## src/rtl/downcount_arbiter.sv

```systemverilog
// Round-robin arbiter sharing one W-bit down counter among NREQ requesters.
// Grants one owner, loads its value, counts to zero, pulses done, moves on.
module downcount_arbiter #(
    parameter int NREQ = 4,
    parameter int W    = 5
) (
    input  logic              clk,
    input  logic              rst,
    input  logic [NREQ-1:0]   req_i,
    input  logic [NREQ*W-1:0] load_val_i,
    input  logic              pause_i,
    output logic [NREQ-1:0]   gnt_o,
    output logic [NREQ-1:0]   done_o,
    output logic              busy_o,
    output logic [W-1:0]      count_o
);

    localparam int PW = $clog2(NREQ);

    localparam logic [0:0] S_IDLE  = 1'b0;
    localparam logic [0:0] S_COUNT = 1'b1;

    logic [0:0]      state_q, state_d;
    logic [NREQ-1:0] gnt_q, gnt_d;
    logic [NREQ-1:0] done_q, done_d;
    logic [W-1:0]    count_q, count_d;
    logic [PW-1:0]   ptr_q, ptr_d;

    logic            found;
    logic [PW-1:0]   winner;
    logic [PW:0]     scanSum;
    logic [PW:0]     nextPtr;
    logic            ownerReq;

    // Scan requests starting at ptr, wrapping modulo NREQ; first hit wins.
    always_comb begin
        found   = 1'b0;
        winner  = '0;
        scanSum = '0;
        for (int k = 0; k < NREQ; k++) begin
            scanSum = {1'b0, ptr_q} + (PW+1)'(k);
            if (scanSum >= (PW+1)'(NREQ)) begin
                scanSum = scanSum - (PW+1)'(NREQ);
            end
            if (!found && req_i[scanSum[PW-1:0]]) begin
                found  = 1'b1;
                winner = scanSum[PW-1:0];
            end
        end
        nextPtr = {1'b0, winner} + (PW+1)'(1);
        if (nextPtr == (PW+1)'(NREQ)) begin
            nextPtr = '0;
        end
    end

    assign ownerReq = |(req_i & gnt_q);

    // Priority inside COUNT: pause, then abort, then decrement / terminal count.
    always_comb begin
        state_d = state_q;
        gnt_d   = gnt_q;
        count_d = count_q;
        ptr_d   = ptr_q;
        done_d  = '0;
        case (state_q)
            S_IDLE: begin
                if (found) begin
                    gnt_d   = NREQ'(1) << winner;
                    count_d = W'(load_val_i >> (int'(winner) * W));
                    ptr_d   = nextPtr[PW-1:0];
                    state_d = S_COUNT;
                end
            end
            S_COUNT: begin
                if (pause_i) begin
                    state_d = S_COUNT;
                end else if (!ownerReq) begin
                    gnt_d   = '0;
                    count_d = '0;
                    state_d = S_IDLE;
                end else if (count_q != '0) begin
                    count_d = count_q - W'(1);
                end else begin
                    done_d  = gnt_q;
                    gnt_d   = '0;
                    state_d = S_IDLE;
                end
            end
            default: begin
                state_d = S_IDLE;
                gnt_d   = '0;
                count_d = '0;
            end
        endcase
    end

    always_ff @(posedge clk) begin
        if (rst) begin
            state_q <= S_IDLE;
            gnt_q   <= '0;
            done_q  <= '0;
            count_q <= '0;
            ptr_q   <= '0;
        end else begin
            state_q <= state_d;
            gnt_q   <= gnt_d;
            done_q  <= done_d;
            count_q <= count_d;
            ptr_q   <= ptr_d;
        end
    end

    assign gnt_o   = gnt_q;
    assign done_o  = done_q;
    assign count_o = count_q;
    assign busy_o  = (state_q == S_COUNT);

endmodule
```

## config.mk

```make
export PLATFORM = sky130hd
export DESIGN_NAME = downcount_arbiter
export DESIGN_NICKNAME = d
export VERILOG_FILES = /design/src/rtl/downcount_arbiter.sv
export SDC_FILE = /design/constraint.sdc
export NUM_CORES = 1
export LEC_CHECK = 0
export BUFFER_PORTS_ARGS = -buffer_cell sky130_fd_sc_hd__buf_2
export CORE_UTILIZATION = 50
export CTS_BUF_LIST = sky130_fd_sc_hd__clkbuf_8 sky130_fd_sc_hd__clkbuf_16
export CTS_CLUSTER_DIAMETER = 200
export DETAILED_ROUTE_END_ITERATION = 16
export PLACE_DENSITY = 0.82
export SLEW_MARGIN = 30
export SYNTH_ARGS = -nofsm -noshare
export SYNTH_HDL_FRONTEND = slang
export SYNTH_SLANG_ARGS = --single-unit
```

## constraint.sdc

```tcl
create_clock -name clk -period 4.7 [get_ports clk]
set_clock_uncertainty 0.05 [all_clocks]
set_input_delay 0.47 -clock clk [delete_from_list [all_inputs] [get_ports clk]]
set_output_delay 0.47 -clock clk [all_outputs]
set_load 0.005 [all_outputs]
```

== Word level (Yosys, flattened, before mapping) ==
Index checks and enable logic that the tools add are counted.
W data, S select, Z words.
Operators by class
  add/subtract/negate cells: 9
  $mul: 1
  $lt $le $gt $ge: 8
  equal/unequal tests: 5
  shift operators: 2
  mux-type cells: 36
  bitwise gates (word level): 3
  reductions and logical operators: 12
Operators by type and width (count)
  $mux W5: 4
  $shr A20 B5 Y5: 1
  $mux W2: 9
  $mux W4: 4
  $lt A2 B3 Y1 const B: 4
  $mux W1: 12
  $pmux W5 S2: 1
  $ge A3 B3 Y1 const B: 3
  $bmux W1 S2: 4
  $pmux W4 S2: 1
  $sub A2 B1 Y2 const B: 4
  $add A2 B1 Y3 const B: 2
  $add A2 B2 Y3 const B: 2
  $reduce_and A3 Y1: 2
  $mul A2 B3 Y5 const B: 1
  $reduce_bool A5 Y1: 1
  $reduce_or A5 Y1: 1
  $sub A5 B1 Y5 const B: 1
  $and A4 B4 Y4: 1
  $ne A2 B2 Y1 const B: 2
  $reduce_or A4 Y1: 1
  $shl A1 B2 Y4 const A: 1
  $eq A3 B3 Y1 const B: 1
  $ge A2 B3 Y1 const B: 1
  7 further kinds: 12
Storage, ports and cells
  flip-flop bits (word level): 16
  input port bits: 27
  output and inout bits: 14
  logic and storage cells: 81

== Logic depth before layout (Yosys ltp) ==
Gate-level depths: netlist of run 1.
  word-level depth: 18
  depth in mapped cells: 8
  gate-level depth less buffers: 8

== Least setup slack after synthesis of run 1 ==
OpenSTA, ideal clock, no wires.
  path kind: input to register
  start point: in req_i[0]
  end point: reg gnt_q[0] (netlist: gnt_o[0])
  setup time: 126 ps
  arrival: 1619 ps
  required time: 4524 ps
  path slack: 2905 ps
  stages: 8
  path buffers: 1
  path through: nor2b_1 > o21bai_1 > clkbuf_1 > and2_1 > inv_1 > ha_1 > a22oi_1 > nor2_1
Between the ends
  word-level cells in the longest chain between the ends: 15
  elaborated cells on any way between the ends: 32
  classes of those cells: 2 x eq/ne; 1 x shift; 20 x mux; 1 x bitwise; 8 x reduce/logical
RTL lines
  start, declared: RTL line 9  | input logic [NREQ-1:0] req_i,
  $bmux W1 S2: RTL line 45  | if (!found && req_i[scanSum[PW-1:0]]) begin
  $mux W1 (implied by the code): RTL line 45
  $mux W1: RTL line 45
  $logic_not A1 Y1: RTL line 45
  $logic_and A1 B1 Y1: RTL line 45
  $mux W1: RTL line 45
  $logic_not A1 Y1: RTL line 45
  $logic_and A1 B1 Y1: RTL line 45
  $mux W1: RTL line 45
  $logic_not A1 Y1: RTL line 45
  $logic_and A1 B1 Y1: RTL line 45
  $mux W2: RTL line 45
  $shl A1 B2 Y4: RTL line 68  | gnt_d = NREQ'(1) << winner;
  $mux W4: RTL line 67  | if (found) begin
  $pmux W4 S2: RTL line 65  | case (state_q)
  end signal, assigned: RTL line 106  | gnt_q <= gnt_d;
  end, declared: RTL line 24  | logic [NREQ-1:0] gnt_q, gnt_d;
Several ways; a longest one is shown, not always the timed one. The select of a mux whose other input is x is not followed.
A chain may end at the register's enable or synchronous reset.

== Worst setup path after layout of run 1 ==
  start point: in req_i[0]
  end point: reg gnt_q[1] (netlist: gnt_o[1])
The elaborated chain is that of the path after synthesis.

==> results of run 1 <==
state kept, by name, indices dropped and copies added (netlist names):
register  cells
done_o        4
count_o       5
busy_o        1
gnt_o         4
ptr_q         2
power groups by stage:
| stage | clock network (uW) | logic (uW) | registers [uW] |
|---|---|---|---|
| after CTS | 121 | 160 | 171 |
| final | 121 | 162 | 171 |
| after global routing | 127 | 182 | 174 |
| after global placement | 0 | 152 | 173 |
| after floorplan | 0 | 114 | 171 |
| after detailed placement | 0 | 158 | 174 |
metrics by stage:
step | hold slack (ps) | setup WS, ps | instances
floorplan | 417 | 2900 | 126
global placement | 437 | 2350 | 188
detailed placement | 444 | 2230 | 188
CTS | 446 | 2450 | 192
global route | 445 | 2580 | 192
finish | 442 | 2740 | 192
worst min-delay path, delay by kind of cell:
family	cells	cell delay, ps
and+or+nand+nor	1	80
AOI/OAI and AO/OA	1	70
buffers and inverters	1	90
cell families after synthesis:
group	Yosys count
adders and majority gates	5
AOI/OAI and AO/OA	51
xor gates and xnor gates	2
and+or+nand+nor	40
buffers and inverters	11
DFF	16
muxes	1
final cells by class:
| cell class | instances | area share, % |
|---|---|---|
| tap | 27 | 2.54 |
| inverter | 6 | 1.70 |
| sequential | 16 | 24.1 |
| multi-input combinational | 99 | 52.4 |
| clock buffer | 4 | 4.15 |
| timing repair buffer | 40 | 15.1 |
path summary, 6_finish.rpt:
kind                    startpoint                     to  slack [ps]  cells past startpoint
min                        pause_i      busy_o$_SDFF_PP0_         440                      3
max reg2reg  ptr_q[0]$_SDFFE_PP0P_  gnt_o[1]$_SDFFE_PP0P_        2820                      7
min reg2reg  ptr_q[0]$_SDFFE_PP0P_  ptr_q[0]$_SDFFE_PP0P_         450                      2
max                       req_i[0]  gnt_o[1]$_SDFFE_PP0P_        2740                      8
cell usage after synthesis:
cell / count
o21bai_1: 7
a22oi_2: 1
a21oi_1: 1
and3_1: 10
a221oi_1: 1
and2_1: 5
and4b_1: 1
a21boi_1: 7
xor2_1: 2
nor3_1: 1
a211o_1: 1
o21bai_2: 1
o21ai_0: 6
buf_2: 2
a21oi_2: 2
inv_1: 6
nor2b_1: 4
or4b_4: 1
nor3b_2: 1
ha_1: 5
clkbuf_1: 3
nor2_1: 9
a21boi_0: 5
a22oi_1: 5
mux2i_1: 1
o311ai_0: 1
a31oi_1: 1
o21ai_1: 6
dfxtp_1: 16
o21ba_1: 1
a41oi_1: 5
nand2b_1: 2
nand2_1: 6
routing by layer:
metal	track usage, %	up-vias	share of wire, %
li1	-	537	-
met1	31.3	477	46
met2	35.7	20	50
met3	3.40	2	3.3
met4	5.00	0	0.44
met5	0	-	0
==> out/qor.csv, run 1 <==
stage,metric,value,unit
clock_network,root buf cell,clkbuf_8,
finish,synthesis-to-finish area growth,25.7,%
synth,count of yosys warnings during synthesis,0,
sta,Slew headroom,58.2,%
synth,xor/xnor share of the synthesized area,1.66,%
global_route,initial antenna violation count,0,
critical_path,WS Path Type,input port to register,
sta,final hold vios,0,
die,die width,48.0,um
place,Final GP Congestion,0.806,
finish,footprint of the multi-input gates,696,um2
synth,synthesized area,0.00106,mm2
die,Initial Util,53.3,%
power_and_ir_drop,Comb power frac,35.7,%
global_route,first-pass GRT wire length,3570,um
global_route,largest net degree at the start of global routing,22,
finish,most frequent cells in the layout,"40 x buf_2, 16 x dfxtp_1, 10 x and3_1",
synth,Post-Syn Instances,126,
critical_path,"Slowest-stage cell, CP",o21bai_2,
sta,setup TNS,0,ps
global_route,vias in the first global route,841,
die,IO Count,41,
finish,Layout Utilization,67.0,%
place,Area after DPL,0.00127,mm2
synth,mux cell area share after synthesis,0.948,%
power_and_ir_drop,Total Power,454,uW
detailed_routing,Initial DRC Count,13,
die,Rows,16,
synth,Simple-Gate Fraction of Synth Area,21.7,%
critical_path,"Req. time, crit path",4780,ps
power_and_ir_drop,Int Pwr,301,uW
clock_network,post_cts resized,0,
sta,post-layout min period,1960,ps
critical_path,CP bufs+invs,2,
synth,sequential share of the synthesized area,30.3,%
finish,share of layout cells above drive strength 1,30.9,%
finish,final layout net count,198,
power_and_ir_drop,P per Cell Area,342,mW/mm2
clock_network,H-tree depth,1,
sta,RSZ-0062 raised after global routing,false,
detailed_routing,Vias,1036,
critical_path,top cell family by delay on the critical path,compound AO/OA/AOI/OAI gates,
critical_path,CP endpoint kind,register,
critical_path,Crit path largest cell delay,500,ps
detailed_routing,antenna-violating nets left,0,
run_status,status,"finished, final reports clean",
finish,fill cell count,173,
detailed_routing,final WL,2480,um
critical_path,element type at the critical path start,input port,
die,chip height,48.0,um
synth,Seq cells post-synth,16,
global_route,GRT overflow,0,
power_and_ir_drop,Leak Pwr,0.000632,uW
power_and_ir_drop,clock power share,26.7,%
sta,final period utilization,41.7,%
sta,Max Clk Rate,510,MHz
synth,top cell type's share of synthesized area,30.3,%
critical_path,crit path cell chain,"buf_2, nor2b_1, o21bai_2, and2_1, inv_1, ha_1, a22oi_1, nor2_1",
detailed_routing,wire per inst,12.9,um
clock_network,CTS Hold Bufs,0,
run,max cap viols,0,
power_and_ir_drop,worst vdd ir,0.000180,V
clock_network,clock sinks,16,
hold_path,HP Class,input port to register,
clock_network,CTS tree,done,
clock_network,Clock Path Buffers,2,
critical_path,worst-path maximum fanout,21,
finish,post-route cell area,0.00133,mm2
clock_network,worst-skew pair later-pin latency,240,ps
global_route,GRT Overall Usage,22.3,%
die,die area,0.00230,mm2
synth,Synth Area in Adders,5.92,%
place,Detail Placement HPWL,1920,um
finish,Sequential Area,320,um2
synth,largest family of logic cells by synthesized area,compound AO/OA/AOI/OAI gates,
sta,Final Setup Violations,0,
place,port bufs,40,
clock_network,CTS Buf Count,3,
synth,Yosys cell types,33,
sta,Pins Over Slew Limit,0,
synth,post-synth net total,158,
synth,Compound-Gate Fraction of Synth Area,35.3,%
detailed_routing,drt first pass iters,4,
power_and_ir_drop,register share of total power,37.7,%
clock_network,"Clk pin slew, worst setup/hold paths",70,ps
clock_network,buffer count from post-CTS setup fixing,0,
power_and_ir_drop,P_sw,153,uW
finish,Antenna diodes,0,
detailed_routing,Vias/cell,5.40,
critical_path,"Arr. time, crit path",2040,ps
sta,Slew @ Worst Pin,626,ps
die,core area,0.00198,mm2
power_and_ir_drop,Switching Fraction,33.6,%
synth,leading area contributor after synthesis,dfxtp_1,
synth,"top cells by area, synth","dfxtp_1 30%, and3_1 5.9%, ha_1 5.9%",
synth,Mapped Avg Cell Area,8.38,um2
detailed_routing,drt drc,0,
finish,"most common cell after layout, fill and taps aside",buf_2,
No activity file was read; power rests on OpenSTA's default activity.
==> run 2, diff against run 1 <==
- CORE_UTILIZATION: 50 -> 43
- PLACE_DENSITY: 0.82 -> 0.75
- clock period: 4.7 -> 1.8 ns (I/O delays scaled with it)
==> out/qor.csv, run 2 (synthesis gave the netlist of run 1 again) <==
stage,metric,value,unit,change
sta,post-layout min period,1800,ps,
power_and_ir_drop,worst vdd ir,0.000514,V,was 0.000180 V
finish,share of layout cells above drive strength 1,39.2,%,was 30.9%
power_and_ir_drop,Switching Fraction,34.5,%,was 33.6%
global_route,largest net degree at the start of global routing,21,,was 22
critical_path,element type at the critical path start,register,,was input port
detailed_routing,Initial DRC Count,18,,was 13
detailed_routing,drt drc,0,,unchanged
power_and_ir_drop,P per Cell Area,908,mW/mm2,was 342 mW/mm2
finish,fill cell count,204,,was 173
finish,Layout Utilization,63.1,%,was 67.0%
critical_path,WS Path Type,register to register,,was input port to register
run_status,status,"finished, final reports clean",,unchanged
finish,Antenna diodes,0,,unchanged
global_route,initial antenna violation count,0,,unchanged
clock_network,CTS Buf Count,3,,unchanged
finish,most frequent cells in the layout,"40 x buf_2, 14 x dfxtp_1, 10 x and3_1",,"was 40 x buf_2, 16 x dfxtp_1, 10 x and3_1"
global_route,GRT overflow,0,,unchanged
die,chip height,51.6,um,was 48.0 um
finish,Sequential Area,323,um2,was 320 um2
die,Initial Util,46.8,%,was 53.3%
run,max cap viols,0,,unchanged
detailed_routing,drt first pass iters,4,,unchanged
place,dpl ws,-8.22,ps,was 2230 ps
detailed_routing,Vias,1126,,was 1036
power_and_ir_drop,Comb power frac,40.2,%,was 35.7%
global_route,vias in the first global route,1066,,was 841
power_and_ir_drop,Leak Pwr,0.000661,uW,was 0.000632 uW
clock_network,"Clk pin slew, worst setup/hold paths",70,ps,about the same
clock_network,worst-skew pair later-pin latency,250,ps,was 240 ps
clock_network,root buf cell,clkbuf_8,,unchanged
sta,final worst setup slack,3.59,ps,was 2740 ps
detailed_routing,antenna-violating nets left,0,,unchanged
die,Rows,17,,was 16
clock_network,CTS tree,done,,unchanged
detailed_routing,Vias/cell,5.66,,was 5.40
detailed_routing,final WL,2800,um,was 2480 um
place,Area after DPL,0.00130,mm2,was 0.00127 mm2
sta,Max Clk Rate,557,MHz,
sta,final hold vios,0,,unchanged
die,IO Count,41,,unchanged
clock_network,Clock Path Buffers,2,,unchanged
sta,final period utilization,99.8,%,
finish,post-route cell area,0.00142,mm2,was 0.00133 mm2
critical_path,"Arr. time, crit path",1890,ps,was 2040 ps
sta,Slew @ Worst Pin,540,ps,was 626 ps
finish,final layout net count,204,,was 198
power_and_ir_drop,register share of total power,34.5,%,was 37.7%
place,Final GP Congestion,0.877,,was 0.806
finish,"most common cell after layout, fill and taps aside",buf_2,,unchanged
place,port bufs,40,,unchanged
clock_network,clock sinks,16,,unchanged
critical_path,worst-path maximum fanout,4,,was 21
die,die width,51.6,um,was 48.0 um
power_and_ir_drop,Int Pwr,846,uW,was 301 uW
clock_network,CTS Hold Bufs,0,,unchanged
power_and_ir_drop,clock power share,25.3,%,was 26.7%
finish,footprint of the multi-input gates,742,um2,was 696 um2
detailed_routing,wire per inst,14.1,um,was 12.9 um
power_and_ir_drop,P_sw,445,uW,was 153 uW
clock_network,H-tree depth,1,,unchanged
finish,synthesis-to-finish area growth,34.7,%,was 25.7%
finish,number of flip-flops in the largest register,5,,unchanged
hold_path,HP Class,input port to register,,unchanged
sta,Pins Over Slew Limit,0,,unchanged
sta,Slew headroom,64.0,%,was 58.2%
die,core area,0.00225,mm2,was 0.00198 mm2
global_route,first-pass GRT wire length,4420,um,was 3570 um
critical_path,CP endpoint kind,register,,unchanged
die,die area,0.00266,mm2,was 0.00230 mm2
global_route,GRT Overall Usage,22.0,%,was 22.3%
critical_path,"Req. time, crit path",1890,ps,was 4780 ps
sta,Final Setup Violations,0,,unchanged
place,Detail Placement HPWL,2030,um,was 1920 um
sta,setup TNS,0,ps,unchanged
==> run 2: changes by cell type in the layout (fill, tap and decap cells not counted), sizes merged <==
cell,previous run,this run
buf,40,46
==> run 2: power groups by stage <==
stage          registers (uW)  logic [uW]  clock network (uW)
2_1_floorplan             447         299                   0
3_3_place_gp              446         430                   0
3_5_place_dp              450         449                   0
4_1_cts                   441         499                 326
5_1_grt                   450         569                 341
6_report                  445         519                 327
==> run 2: area by class of cell <==
class                   count  share of cell area (%)
repair buffers             46                    17.2
inverters                   6                    1.58
well taps                  28                    2.46
flip-flops and latches     16                    22.7
clock buffers               4                    3.87
multi-input cells          99                    52.2
==> run 2: per-stage QoR <==
stage | std cells | hold slack [ps] | power (uW)
2_1_floorplan | 126 | 294 | 746
3_3_place_gp | 193 | 404 | 876
3_5_place_dp | 193 | 406 | 899
4_1_cts | 199 | 147 | 1270
5_1_grt | 199 | 194 | 1360
6_report | 199 | 143 | 1290
==> run 2: per-layer routing <==
metal	global-route usage, %	vias to the layer above	share of wire (%)
met5	0	-	0
met4	11.7	0	1.9
met3	2.63	4	5.1
met2	36.6	44	49
met1	27.6	524	45
li1	-	554	-
==> run 2: what timing repair did <==
action | in CTS | in global routing
pin swaps | 3 | 1
resized for setup | 11 | 5
setup buffers | 2 | 0
setup endpoints to repair | 3 | 8
==> run 2: worst max-delay path, stage by stage (launching register included) <==
cell and delay, ps:
dfxtp_2 330, inv_2 80, ha_4 130, or4b_4 480
a21boi_2 180, o21ba_4 230, a22oi_2 140, nor2_1 60
==> run 2: worst paths after layout <==
kind	from	end	slack [ps]	cells past startpoint
worst max register to register	count_o[0]$_SDFFE_PP0P_	gnt_o[2]$_SDFFE_PP0P_	4	7
worst max-delay path	count_o[0]$_SDFFE_PP0P_	gnt_o[2]$_SDFFE_PP0P_	4	7
worst min register to register	gnt_o[3]$_SDFFE_PP0P_	done_o[3]$_SDFF_PP0_	480	1
worst min-delay path	pause_i	busy_o$_SDFF_PP0_	140	3
==> run 3, diff against run 2 <==
- ABC_AREA: not set -> 1
- CORE_MARGIN: not set -> 2
- CORE_UTILIZATION: 43 -> 46
==> out/qor.csv, run 3 <==
stage,metric,value,unit,change
global_route,largest net degree at the start of global routing,12,,was 21
run_status,failing checks,"DRC, setup timing",,
global_route,GRT Overall Usage,20.4,%,was 22.0%
detailed_routing,DR WL met3,102,um,was 142 um
sta,Final Setup Violations,9,,was 0
synth,Post-Syn Instances,223,,was 126
finish,final layout net count,313,,was 204
finish,most frequent cells in the layout,"43 x nand2_1, 40 x buf_2, 39 x inv_1",,"was 40 x buf_2, 14 x dfxtp_1, 10 x and3_1"
critical_path,WS Path Type,register to register,,unchanged
critical_path,element type at the critical path start,register,,unchanged
finish,number of flip-flops in the largest register,5,,unchanged
run_status,status,"complete, but fails checks",,"was finished, final reports clean"
detailed_routing,Vias/cell,4.97,,was 5.66
finish,fill cell count,218,,was 204
finish,"most common cell after layout, fill and taps aside",nand2_1,,was buf_2
detailed_routing,drt first pass iters,10,,was 4
detailed_routing,Initial DRC Count,46,,was 18
critical_path,worst-path maximum fanout,8,,was 4
critical_path,crit path cell chain,"buf_8, nand2_4, nand2_4, nand2_2, nand2_2, nor2_4, nand3_4, nand3_4, inv_4, ha_4, o21ai_2, a21oi_1",,"was inv_2, ha_4, or4b_4, a21boi_2, o21ba_4, a22oi_2, nor2_1"
sta,setup TNS,-300,ps,was 0 ps
synth,"EDFF count, synth",0,,unchanged
detailed_routing,antenna-violating nets left,0,,unchanged
power_and_ir_drop,worst vdd ir,0.00117,V,was 0.000514 V
detailed_routing,routed wl met2,1830,um,was 1360 um
critical_path,Crit path largest cell delay,360,ps,was 480 ps
die,core area,0.00281,mm2,was 0.00225 mm2
synth,top post-synthesis cells by count,"66 x nand2_1, 41 x inv_1, 16 x dfxtp_1, 16 x nand3_1, 12 x nor2_1",,"was 16 x dfxtp_1, 10 x and3_1, 9 x nor2_1, 7 x a21boi_1, 7 x o21bai_1"
power_and_ir_drop,Total Power,4100,uW,was 1290 uW
die,Initial Util,49.2,%,was 46.8%
detailed_routing,DR top layer,met4,,unchanged
sta,post-layout min period,1850,ps,was 1800 ps
detailed_routing,final WL,3600,um,was 2800 um
clock_network,"Clk pin slew, worst setup/hold paths",60,ps,was 70 ps
finish,Antenna diodes,0,,unchanged
sta,Slew headroom,76.2,%,was 64.0%
clock_network,clock sinks,16,,unchanged
power_and_ir_drop,Leak Pwr,0.00108,uW,was 0.000661 uW
place,port bufs,40,,unchanged
synth,"Async S/R FF share, synth",0,%,unchanged
synth,count of yosys warnings during synthesis,0,,unchanged
sta,final hold vios,0,,unchanged
sta,Max Clk Rate,539,MHz,was 557 MHz
critical_path,top cell family by delay on the critical path,simple AND/OR/NAND/NOR gates,,was compound AO/OA/AOI/OAI gates
synth,main flop type after synthesis,dfxtp_1,,unchanged
power_and_ir_drop,P per Cell Area,2050,mW/mm2,was 908 mW/mm2
sta,final worst setup slack,-54.4,ps,was 3.59 ps
synth,synthesized area,0.00138,mm2,was 0.00106 mm2
finish,synthesis-to-finish area growth,44.9,%,was 34.7%
run,max cap viols,0,,unchanged
synth,post-synth net total,255,,was 158
die,IO Count,41,,unchanged
synth,leading area contributor after synthesis,dfxtp_1,,unchanged
place,Area after DPL,0.00168,mm2,was 0.00130 mm2
synth,Yosys cell types,23,,was 33
synth,sequential share of the synthesized area,23.2,%,was 30.3%
synth,top cell type's share of synthesized area,23.2,%,was 30.3%
finish,share of layout cells above drive strength 1,49.3,%,was 39.2%
place,Detail Placement HPWL,2500,um,was 2030 um
detailed_routing,wire per inst,11.6,um,was 14.1 um
sta,Pins Over Slew Limit,0,,unchanged
critical_path,CP endpoint kind,register,,unchanged
clock_network,H-tree depth,1,,unchanged
detailed_routing,Metal-1 WL,1590,um,was 1250 um
hold_path,HP Class,input port to register,,unchanged
detailed_routing,drt drc,2,,was 0
critical_path,"Arr. time, crit path",1970,ps,was 1890 ps
finish,post-route cell area,0.00200,mm2,was 0.00142 mm2
critical_path,CP bufs+invs,2,,was 1
sta,Slew @ Worst Pin,357,ps,was 540 ps
die,die area,0.00345,mm2,was 0.00266 mm2
clock_network,Clock Path Buffers,2,,unchanged
die,chip height,58.8,um,was 51.6 um
clock_network,CTS tree,done,,unchanged
global_route,initial antenna violation count,0,,unchanged
synth,"top cells by area, synth","dfxtp_1 23%, nand2_1 18%, inv_1 11%",,"was dfxtp_1 30%, and3_1 5.9%, ha_1 5.9%"
detailed_routing,Vias,1547,,was 1126
critical_path,"Req. time, crit path",1920,ps,was 1890 ps
global_route,vias in the first global route,1398,,was 1066
clock_network,root buf cell,clkbuf_8,,unchanged
sta,final period utilization,103,%,was 99.8%
synth,most instantiated library cell after synthesis,nand2_1,,was dfxtp_1
critical_path,"Slowest-stage cell, CP",dfxtp_4,,was or4b_4
sta,RSZ-0062 raised after global routing,true,,
synth,Mapped Avg Cell Area,6.18,um2,was 8.38 um2
clock_network,worst-skew pair later-pin latency,250,ps,about the same
global_route,GRT overflow,0,,unchanged
global_route,first-pass GRT wire length,5560,um,was 4420 um
place,Final GP Congestion,0.879,,was 0.877
die,die width,58.8,um,was 51.6 um
synth,Seq cells post-synth,16,,unchanged
clock_network,CTS Buf Count,3,,unchanged
die,Rows,19,,was 17
==> run 3: cell count changes after synthesis, sizes merged, moves of 5 or more <==
cell,change
nand2,+74
inv,+39
nand3,+22
a21boi,-12
a21oi,+12
and3,-10
nand4,+10
o21bai,-8
a22oi,-6
o21ai,-6
a41oi,-5
and2,-5
==> run 3: cells by family (layout without fill, tap and decap cells) <==
group                      after synthesis  after routing  synth area share (%)
AOI/OAI and AO/OA                       24             24                  10.9
adders and majority gates                5              5                  4.54
buffers and inverters                   50            106                  15.4
DFF                                     16             16                  23.2
and+or+nand+nor                        126            127                  44.6
xor gates and xnor gates                 2              2                  1.27
==> run 3: what timing repair did <==
item	in CTS	in global routing
gates cloned	0	1
pin swaps	12	22
buffers inserted	1	4
resized for setup	16	45
hold buffers	0	0
setup endpoints to repair	8	11
==> run 3: per-layer routing <==
| metal | vias up | track usage [%] |
|---|---|---|
| met1 | 696 | 26.1 |
| li1 | 808 | - |
| met4 | 0 | 8.12 |
| met5 | - | 0 |
| met3 | 9 | 2.64 |
| met2 | 34 | 34.6 |
==> run 3: worst paths after layout <==
kind                         start               endpoint  slack (ps)  cells past startpoint
max          ptr_q[0]$_SDFFE_PP0P_  ptr_q[1]$_SDFFE_PP0P_         -50                     12
min                            rst  gnt_o[0]$_SDFFE_PP0P_         120                      2
min reg2reg  gnt_o[3]$_SDFFE_PP0P_   done_o[3]$_SDFF_PP0_         420                      2
max reg2reg  ptr_q[0]$_SDFFE_PP0P_  ptr_q[1]$_SDFFE_PP0P_         -50                     12
==> run 3: worst reg2reg max path, stage by stage (launching register included) <==
cell and delay, ps:
dfxtp_4 360, buf_8 140, nand2_4 60, nand2_4 60
nand2_2 70, nand2_2 60, nor2_4 190, nand3_4 160
nand3_4 130, inv_4 50, ha_4 260, o21ai_2 50
a21oi_1 130
==> run 3: where the power goes <==
group | leakage, uW | total, uW | switching, uW | internal [uW]
sequential | 0.000133 | 563 | 91.6 | 472
clock | 0.0000288 | 314 | 120 | 194
combinational | 0.000915 | 3220 | 1870 | 1350
==> run 3: layout make-up <==
type                            instances  area (um2)  area share, %
Clock buffer                            4        55.1           2.76
Inverter                               45         179           8.95
Multi-Input combinational cell        158        1030           51.6
Sequential cell                        16         328           16.4
Tap cell                               31        38.8           1.94
Timing Repair Buffer                   57         367           18.3
==> run 3: stage by stage <==
step | hold slack [ps] | util, % | cells | setup WS [ps]
6_report | 116 | 71.2 | 311 | -54.4
5_1_grt | 123 | 71.2 | 311 | -155
4_1_cts | 120 | 63.9 | 306 | -5.85
3_5_place_dp | 383 | 59.9 | 301 | -54.5
3_3_place_gp | 380 | 59.9 | 301 | -27.5
2_1_floorplan | 199 | - | 223 | 1.77
